<file path="config.mk">
export PLATFORM = sky130hd
export DESIGN_NAME = axis_byte_source
export DESIGN_NICKNAME = d
export VERILOG_FILES = /design/src/rtl/axis_byte_source.sv
export SDC_FILE = /design/constraint.sdc
export NUM_CORES = 1
export LEC_CHECK = 0
export ABC_AREA = 0
export CORE_MARGIN = 2
export CORE_UTILIZATION = 53
export DETAILED_ROUTE_END_ITERATION = 12
export PLACE_DENSITY = 0.81
export SYNTH_ARGS = -nofsm -noshare
export SYNTH_HDL_FRONTEND = slang
export SYNTH_SLANG_ARGS = --single-unit
</file>
<file path="constraint.sdc">
create_clock -name aclk -period 3.2 [get_ports aclk]
set_input_delay 0.8 -clock aclk [delete_from_list [all_inputs] [get_ports aclk]]
set_output_delay 0.8 -clock aclk [all_outputs]
set_load 0.01 [all_outputs]
</file>
<file path="src/rtl/axis_byte_source.sv">
// rtl/axis_byte_source.sv - AXI4-Stream master emitting a seeded incrementing byte burst
// Programmable beat count and idle gap after every non-last beat; all outputs registered.
module axis_byte_source #(
  parameter int LEN_W = 16,
  parameter int GAP_W = 4
) (
  input  logic             aclk,
  input  logic             aresetn,
  input  logic             start,
  input  logic [LEN_W-1:0] len,
  input  logic [7:0]       seed,
  input  logic [GAP_W-1:0] idle_cycles,
  output logic             busy,
  output logic             done,
  output logic [LEN_W-1:0] beats,
  output logic             m_axis_tvalid,
  input  logic             m_axis_tready,
  output logic [7:0]       m_axis_tdata
);

  typedef enum logic [1:0] {IDLE, SEND, GAP} state_e;

  state_e           state_q, state_d;
  logic [LEN_W-1:0] len_q, len_d;
  logic [LEN_W-1:0] beats_q, beats_d;
  logic [GAP_W-1:0] gap_len_q, gap_len_d;
  logic [GAP_W-1:0] gap_cnt_q, gap_cnt_d;
  logic [7:0]       tdata_q, tdata_d;
  logic             tvalid_q, tvalid_d;
  logic             done_q, done_d;
  logic             busy_q, busy_d;
  logic [LEN_W-1:0] beats_inc;

  assign beats_inc = beats_q + LEN_W'(1);

  always_comb begin
    state_d   = state_q;
    len_d     = len_q;
    beats_d   = beats_q;
    gap_len_d = gap_len_q;
    gap_cnt_d = gap_cnt_q;
    tdata_d   = tdata_q;
    tvalid_d  = tvalid_q;
    done_d    = 1'b0;
    case (state_q)
      IDLE: begin
        if (start) begin
          beats_d = '0;
          if (len != '0) begin
            len_d     = len;
            gap_len_d = idle_cycles;
            tdata_d   = seed;
            tvalid_d  = 1'b1;
            state_d   = SEND;
          end else begin
            done_d = 1'b1;
          end
        end
      end
      SEND: begin
        if (tvalid_q && m_axis_tready) begin
          beats_d = beats_inc;
          if (beats_inc == len_q) begin
            tvalid_d = 1'b0;
            done_d   = 1'b1;
            state_d  = IDLE;
          end else begin
            tdata_d = tdata_q + 8'd1;
            if (gap_len_q != '0) begin
              tvalid_d  = 1'b0;
              gap_cnt_d = gap_len_q;
              state_d   = GAP;
            end
          end
        end
      end
      GAP: begin
        // tvalid rises on the edge that consumes the final idle cycle
        gap_cnt_d = gap_cnt_q - GAP_W'(1);
        if (gap_cnt_q == GAP_W'(1)) begin
          tvalid_d = 1'b1;
          state_d  = SEND;
        end
      end
      default: state_d = IDLE;
    endcase
    busy_d = (state_d != IDLE);
  end

  always_ff @(posedge aclk) begin
    if (!aresetn) begin
      state_q   <= IDLE;
      len_q     <= '0;
      beats_q   <= '0;
      gap_len_q <= '0;
      gap_cnt_q <= '0;
      tdata_q   <= 8'h00;
      tvalid_q  <= 1'b0;
      done_q    <= 1'b0;
      busy_q    <= 1'b0;
    end else begin
      state_q   <= state_d;
      len_q     <= len_d;
      beats_q   <= beats_d;
      gap_len_q <= gap_len_d;
      gap_cnt_q <= gap_cnt_d;
      tdata_q   <= tdata_d;
      tvalid_q  <= tvalid_d;
      done_q    <= done_d;
      busy_q    <= busy_d;
    end
  end

  assign busy          = busy_q;
  assign done          = done_q;
  assign beats         = beats_q;
  assign m_axis_tvalid = tvalid_q;
  assign m_axis_tdata  = tdata_q;

endmodule

</file>
# Yosys cells after proc, flatten, opt, wreduce, memory -nomap -nowiden
# Index checks and enable logic that the tools add are counted.
word_totals:
  reg_bits: 53
  output_inout_bits: 27
classes:
  reduce_logical: 13
  add_sub_neg: 3
  eq_ne: 11
  muxes: 31
ops:
  columns: ["cell", "n"]
  rows:
  - ["16-bit 2-to-1 mux", 2]
  - ["8-bit 2-to-1 mux", 4]
  - ["16-bit case mux with 2 select lines", 1]
  - ["16-bit by 1-bit adder with 16-bit output, second input constant", 1]
  - ["16-bit equality test", 1]
  - ["8-bit case mux with 2 select lines", 1]
  - ["16-bit nonzero test", 1]
  - ["2-bit 2-to-1 mux", 6]
  - ["4-bit 2-to-1 mux", 3]
  - ["2-bit inequality test, second input constant", 6]
  - ["1-bit 2-to-1 mux", 10]
  - ["8-bit by 1-bit adder with 8-bit output, second input constant", 1]
  - ["4-bit case mux with 2 select lines", 1]
  - ["2-bit case mux with 3 select lines", 1]
  - ["3-bit AND reduction", 2]
  - ["6-bit AND reduction", 1]
  - ["2-bit nonzero test", 3]
  - ["5-bit AND reduction", 1]
  - ["4-bit by 1-bit equality test with 1-bit output, second input constant", 1]
  - ["4-bit AND reduction", 1]
  - ["4-bit nonzero test", 1]
  - ["4-bit by 1-bit subtractor with 4-bit output, second input constant", 1]
  - ["3-bit inequality test, second input constant", 1]
  - ["1-bit case mux with 3 select lines", 1]
  - ["6 further kinds", 6]

# Longest topological paths before layout
depth:
  ltp_word: 6
  ltp_mapped: 10
  mapped_depth_nobuf: 8

# Least setup slack after synthesis
# OpenSTA, ideal clock, no wires.
synth_timing:
  kind: "flip-flop to flip-flop"
  from: "reg beats_q[0], in the netlist beats[0]"
  to: "reg tdata_q[2], in the netlist m_axis_tdata[2]"
  setup_ns: 0.130
  required_ns: 3.070
  arrival_ns: 2.626
  setup_slack_ns: 0.444
  path_stages_with_launch: 10
  period_less_slack_ns: 2.756
  path_buffers: 1
  path_cell_list: "dfxtp_1 -> ha_1 -> nand3_1 -> buf_6 -> nor4_1 -> xnor2_1 -> o211ai_2 -> a2111o_4 -> a21oi_4 -> o32ai_1"
synth_between:
  elab_chain_cells: 4
synth_lines:
  columns: ["element", "line_no", "rtl"]
  rows:
  - ["start: declaration", "25", "logic [LEN_W-1:0] beats_q, beats_d;"]
  - ["start signal: assignment", "104", "beats_q <= beats_d;"]
  - ["16-bit by 1-bit adder with 16-bit output", "34", "assign beats_inc = beats_q + LEN_W'(1);"]
  - ["16-bit equality test", "63", "if (beats_inc == len_q) begin"]
  - ["2-bit inequality test (no line)", null, null]
  - ["5-bit AND reduction (no line)", null, null]
  - ["end signal: assignment", "107", "tdata_q <= tdata_d;"]
  - ["end: declaration", "28", "logic [7:0] tdata_q, tdata_d;"]
# No other way between the ends.
# A chain may end at the register's enable or synchronous reset.

# Final worst setup path
layout_timing:
  from: "reg beats_q[4], in the netlist beats[4]"
  to: "reg tdata_q[5], in the netlist m_axis_tdata[5]"
# Same word-level chain as after synthesis.

==> impl_summary.txt <==
----------------------------------------------------
[Worst hold path]
  Critical hold path startpoint ... len_q[3]
  HP Class ... register to register

[Floorplanning]
  Placement row count ... 28
  Total Die Area ... 6660 um2
  Die X ... 81.6 um
  Height of the die ... 81.6 um
  Boundary Pins ... 59
  Starting utilization of the core area ... 54.2%
  Area of the placeable core ... 5890 um2

[Status]
  Outcome ... finished, final reports clean

[Worst setup path]
  Critical path endpoint category ... register
  Crit-path max cell delay ... 0.58 ns
  Crit start category ... register
  CP required ... 3.38 ns
  Critical path arrival ... 3.12 ns
  Worst path slowest cell ... sky130_fd_sc_hd__nor4_1
  CP Buf/Inv Count ... 0
  Type of the worst setup path ... register to register
  Cell Chain, Critical Path ... nand3_1 > nor4_1 > xnor2_1 > o211ai_2 > a2111o_4 > a21oi_4 > o32ai_1
  Maximum fanout encountered on the critical timing path ... 11
  Family with the most delay on the worst path ... compound AO/OA/AOI/OAI gates
  Startpoint of the lowest-slack register-to-register path ... beats[4]
  Startpoint of the worst setup timing path ... beats[4]

[Route]
  First-pass iteration count of the detailed router ... 5
  Per-cell via count in the routed design ... 6.01
  Routed wire length ... 8.51 mm
  Number of DRC markers in iteration 0 ... 270
  Post-DR wirelength/cell ... 15.5 um
  Post-route DRC ... 0
  Post-route antenna net violation count ... 0
  Via count ... 3301

[STA]
  Share of the clock period used by the worst path ... 91.7%
  Shortest clock period the worst path allows after layout ... 2.93 ns
  Final setup violating endpoints ... 0
  Relative slew slack ... 57.4%
  Final Hold Vio Count ... 0
  Worst clock skew ... 0.00876 ns
  Max Transition Viols Final ... 0
  Total Neg Setup Slack ... 0 ns
  Setup repair after global routing missed its margin ... false
  Highest achievable clock rate ... 341 MHz
  Slew at the pin closest to its max-slew limit ... 0.633 ns

[Synthesis]
  Mean cell area of the mapped netlist ... 7.56 um2
  Fraction of synthesized cell area taken by the top area cell type ... 33.3%
  Number of synthesized flops with an enable pin ... 0
  Number of instances in the synthesized netlist ... 422
  Largest cells by area after synthesis ... sky130_fd_sc_hd__dfxtp_1 33%, sky130_fd_sc_hd__nand2_1 8.7%, sky130_fd_sc_hd__a21oi_1 6.9%
  Synth Cell Area ... 3190 um2
  Post-synthesis net count ... 458
  Most frequently used flop master after synthesis ... sky130_fd_sc_hd__dfxtp_1
  Post-synthesis sequential element count ... 53
  Async set-reset flop share out of synthesis ... 0%
  Synth unique cells ... 57
  Top cell type by total area after synthesis ... sky130_fd_sc_hd__dfxtp_1
  YS warnings ... 0
  Post-synthesis sequential area ratio ... 33.3%

[Clock network]
  TritonCTS clock tree ... done
  Number of buffers inserted to repair setup after CTS ... 0
  Clock sink count ... 53
  Clock Latency Late Sink ... 0.31 ns
  Clock buffers created by TritonCTS ... 5
  Cell at the root of the clock tree ... sky130_fd_sc_hd__clkbuf_8
  Number of buffers added to fix hold violations after cts ... 0
  H-tree levels ... 2
  Post-CTS clock slew at the launch and capture registers of the worst setup and hold paths ... 0.10 ns
  Count of instances resized after the clock tree is built ... 0
  Maximum buffer depth of the clock tree ... 2

[Global routing]
  Wire length of the first global-routing pass ... 14.0 mm
  Number of global-route vias before repair ... 2829
  Leftover overflow at the end of global routing ... 0
  Initial antenna violation count ... 0
  Global-route usage over all layers ... 26.8%
  Largest net degree at the start of global routing ... 21

[Placed design]
  RD Place Congestion ... 0.942
  Placement Cell Area ... 3790 um2
  Port Buffer Count ... 58
  Number of placed instances, taps included ... 541
  Post-detail-place hpwl ... 6.35 mm

[Power and ir drop]
  PwrDens ... 370 nW/um2
  Leak Pwr ... 1.31 nW
  Tot Pwr ... 1.44 mW
  Worst vdd ir ... 0.223 mV

[Final layout]
  Area used by multi-input combinational logic ... 1910 um2
  Filler-free cell count of the finished design ... 549
  Sequential Area ... 1060 um2
  Number of diodes added for antenna fixing ... 0
  Fill cells ... 519
  Final nets ... 509
  Share of final-layout standard cells stronger than drive strength 1 ... 7.38%
  Most common library cell in the layout ignoring fill and taps ... sky130_fd_sc_hd__nand2_1
  Most frequent cells in the layout ... 74 x sky130_fd_sc_hd__nand2_1, 58 x sky130_fd_sc_hd__clkdlybuf4s50_1, 53 x sky130_fd_sc_hd__dfxtp_1
  Area of all placed cells without fillers ... 3890 um2
  Synthesis-to-finish area growth ... 22.0%

[Flow run]
  Max-capacitance violation count ... 0

----------------------------------------------------
flip-flops by register name, summed over array words and instances (netlist names):
register,flops
state_q,2
m_axis_tvalid,1
gap_cnt_q,4
gap_len_q,4
len_q,16
busy,1
done,1
m_axis_tdata,8
beats,16
layer usage:
metal / GRT usage (%) / share of wire, % / vias up
li1: - / - / 1633
met1: 39.8 / 48 / 1548
met2: 41.0 / 45 / 112
met3: 4.73 / 6.1 / 8
met4: 5.17 / 0.78 / 0
met5: 0 / 0 / -
layout make-up:
class                      instances  area share [%]
clock buffer                       7            2.47
timing repair buffer              73            17.8
tap                               75            2.41
sequential                        53            27.2
multi-input combinational        331            49.0
inverter                           9           0.868
clock inverter                     1           0.225
path summary, 6_finish.rpt:
kind                endpoint  slack, ns  cells past startpoint
min reg2reg         len_q[3]       0.47                      2
max          m_axis_tdata[5]       0.27                      7
min                 len_q[3]       0.47                      2
max reg2reg  m_axis_tdata[5]       0.27                      7
cells by family (layout without fill, tap and decap cells):
group	count (synthesis)	count (layout)	synth area share, %
and+or+nand+nor	197	197	30.3
AOI/OAI and AO/OA	112	112	22.9
DFF	53	53	33.3
buffers and inverters	38	90	6.98
xor gates and xnor gates	17	17	4.67
adders and majority gates	4	4	1.57
muxes	1	1	0.314
worst reg2reg max path: stages, from the launching register on:
cell and delay [ns]:
sky130_fd_sc_hd__dfxtp_1 0.54, sky130_fd_sc_hd__nand3_1 0.36, sky130_fd_sc_hd__nor4_1 0.58, sky130_fd_sc_hd__xnor2_1 0.23
sky130_fd_sc_hd__o211ai_2 0.14, sky130_fd_sc_hd__a2111o_4 0.55, sky130_fd_sc_hd__a21oi_4 0.28, sky130_fd_sc_hd__o32ai_1 0.13
synthesized netlist by cell type, types with 3 or more instances:
library cell and number:
sky130_fd_sc_hd__nor3_1 23, sky130_fd_sc_hd__o2111ai_1 3, sky130_fd_sc_hd__dfxtp_1 53, sky130_fd_sc_hd__o32ai_1 6
sky130_fd_sc_hd__buf_6 7, sky130_fd_sc_hd__o22ai_1 3, sky130_fd_sc_hd__a31oi_1 5, sky130_fd_sc_hd__nand2b_1 7
sky130_fd_sc_hd__nor4_1 11, sky130_fd_sc_hd__o21ai_0 22, sky130_fd_sc_hd__and3_1 5, sky130_fd_sc_hd__a311oi_1 5
sky130_fd_sc_hd__xor2_1 6, sky130_fd_sc_hd__nand4_1 6, sky130_fd_sc_hd__o21a_1 3, sky130_fd_sc_hd__nand3_1 25
sky130_fd_sc_hd__inv_1 9, sky130_fd_sc_hd__o211ai_1 4, sky130_fd_sc_hd__xnor2_1 11, sky130_fd_sc_hd__a21oi_1 44
sky130_fd_sc_hd__ha_1 4, sky130_fd_sc_hd__nor3b_1 3, sky130_fd_sc_hd__nor2_1 28, sky130_fd_sc_hd__clkbuf_1 15
sky130_fd_sc_hd__nand2_1 74
through the flow:
step | hold WS (ns) | util [%] | setup slack, ns
6_report | 0.475 | 66.2 | 0.267
5_1_grt | 0.494 | 66.2 | 0.0198
4_1_cts | 0.477 | 66.2 | 0.287
3_5_place_dp | 0.463 | 64.4 | 0.314
3_3_place_gp | 0.457 | 64.4 | 0.406
2_1_floorplan | 0.445 | - | 0.444
where the power goes:
part           switching [mW]  internal, mW
combinational           0.150         0.132
clock                   0.229         0.200
sequential             0.0349         0.692
Power figures use the tool's default switching activity.
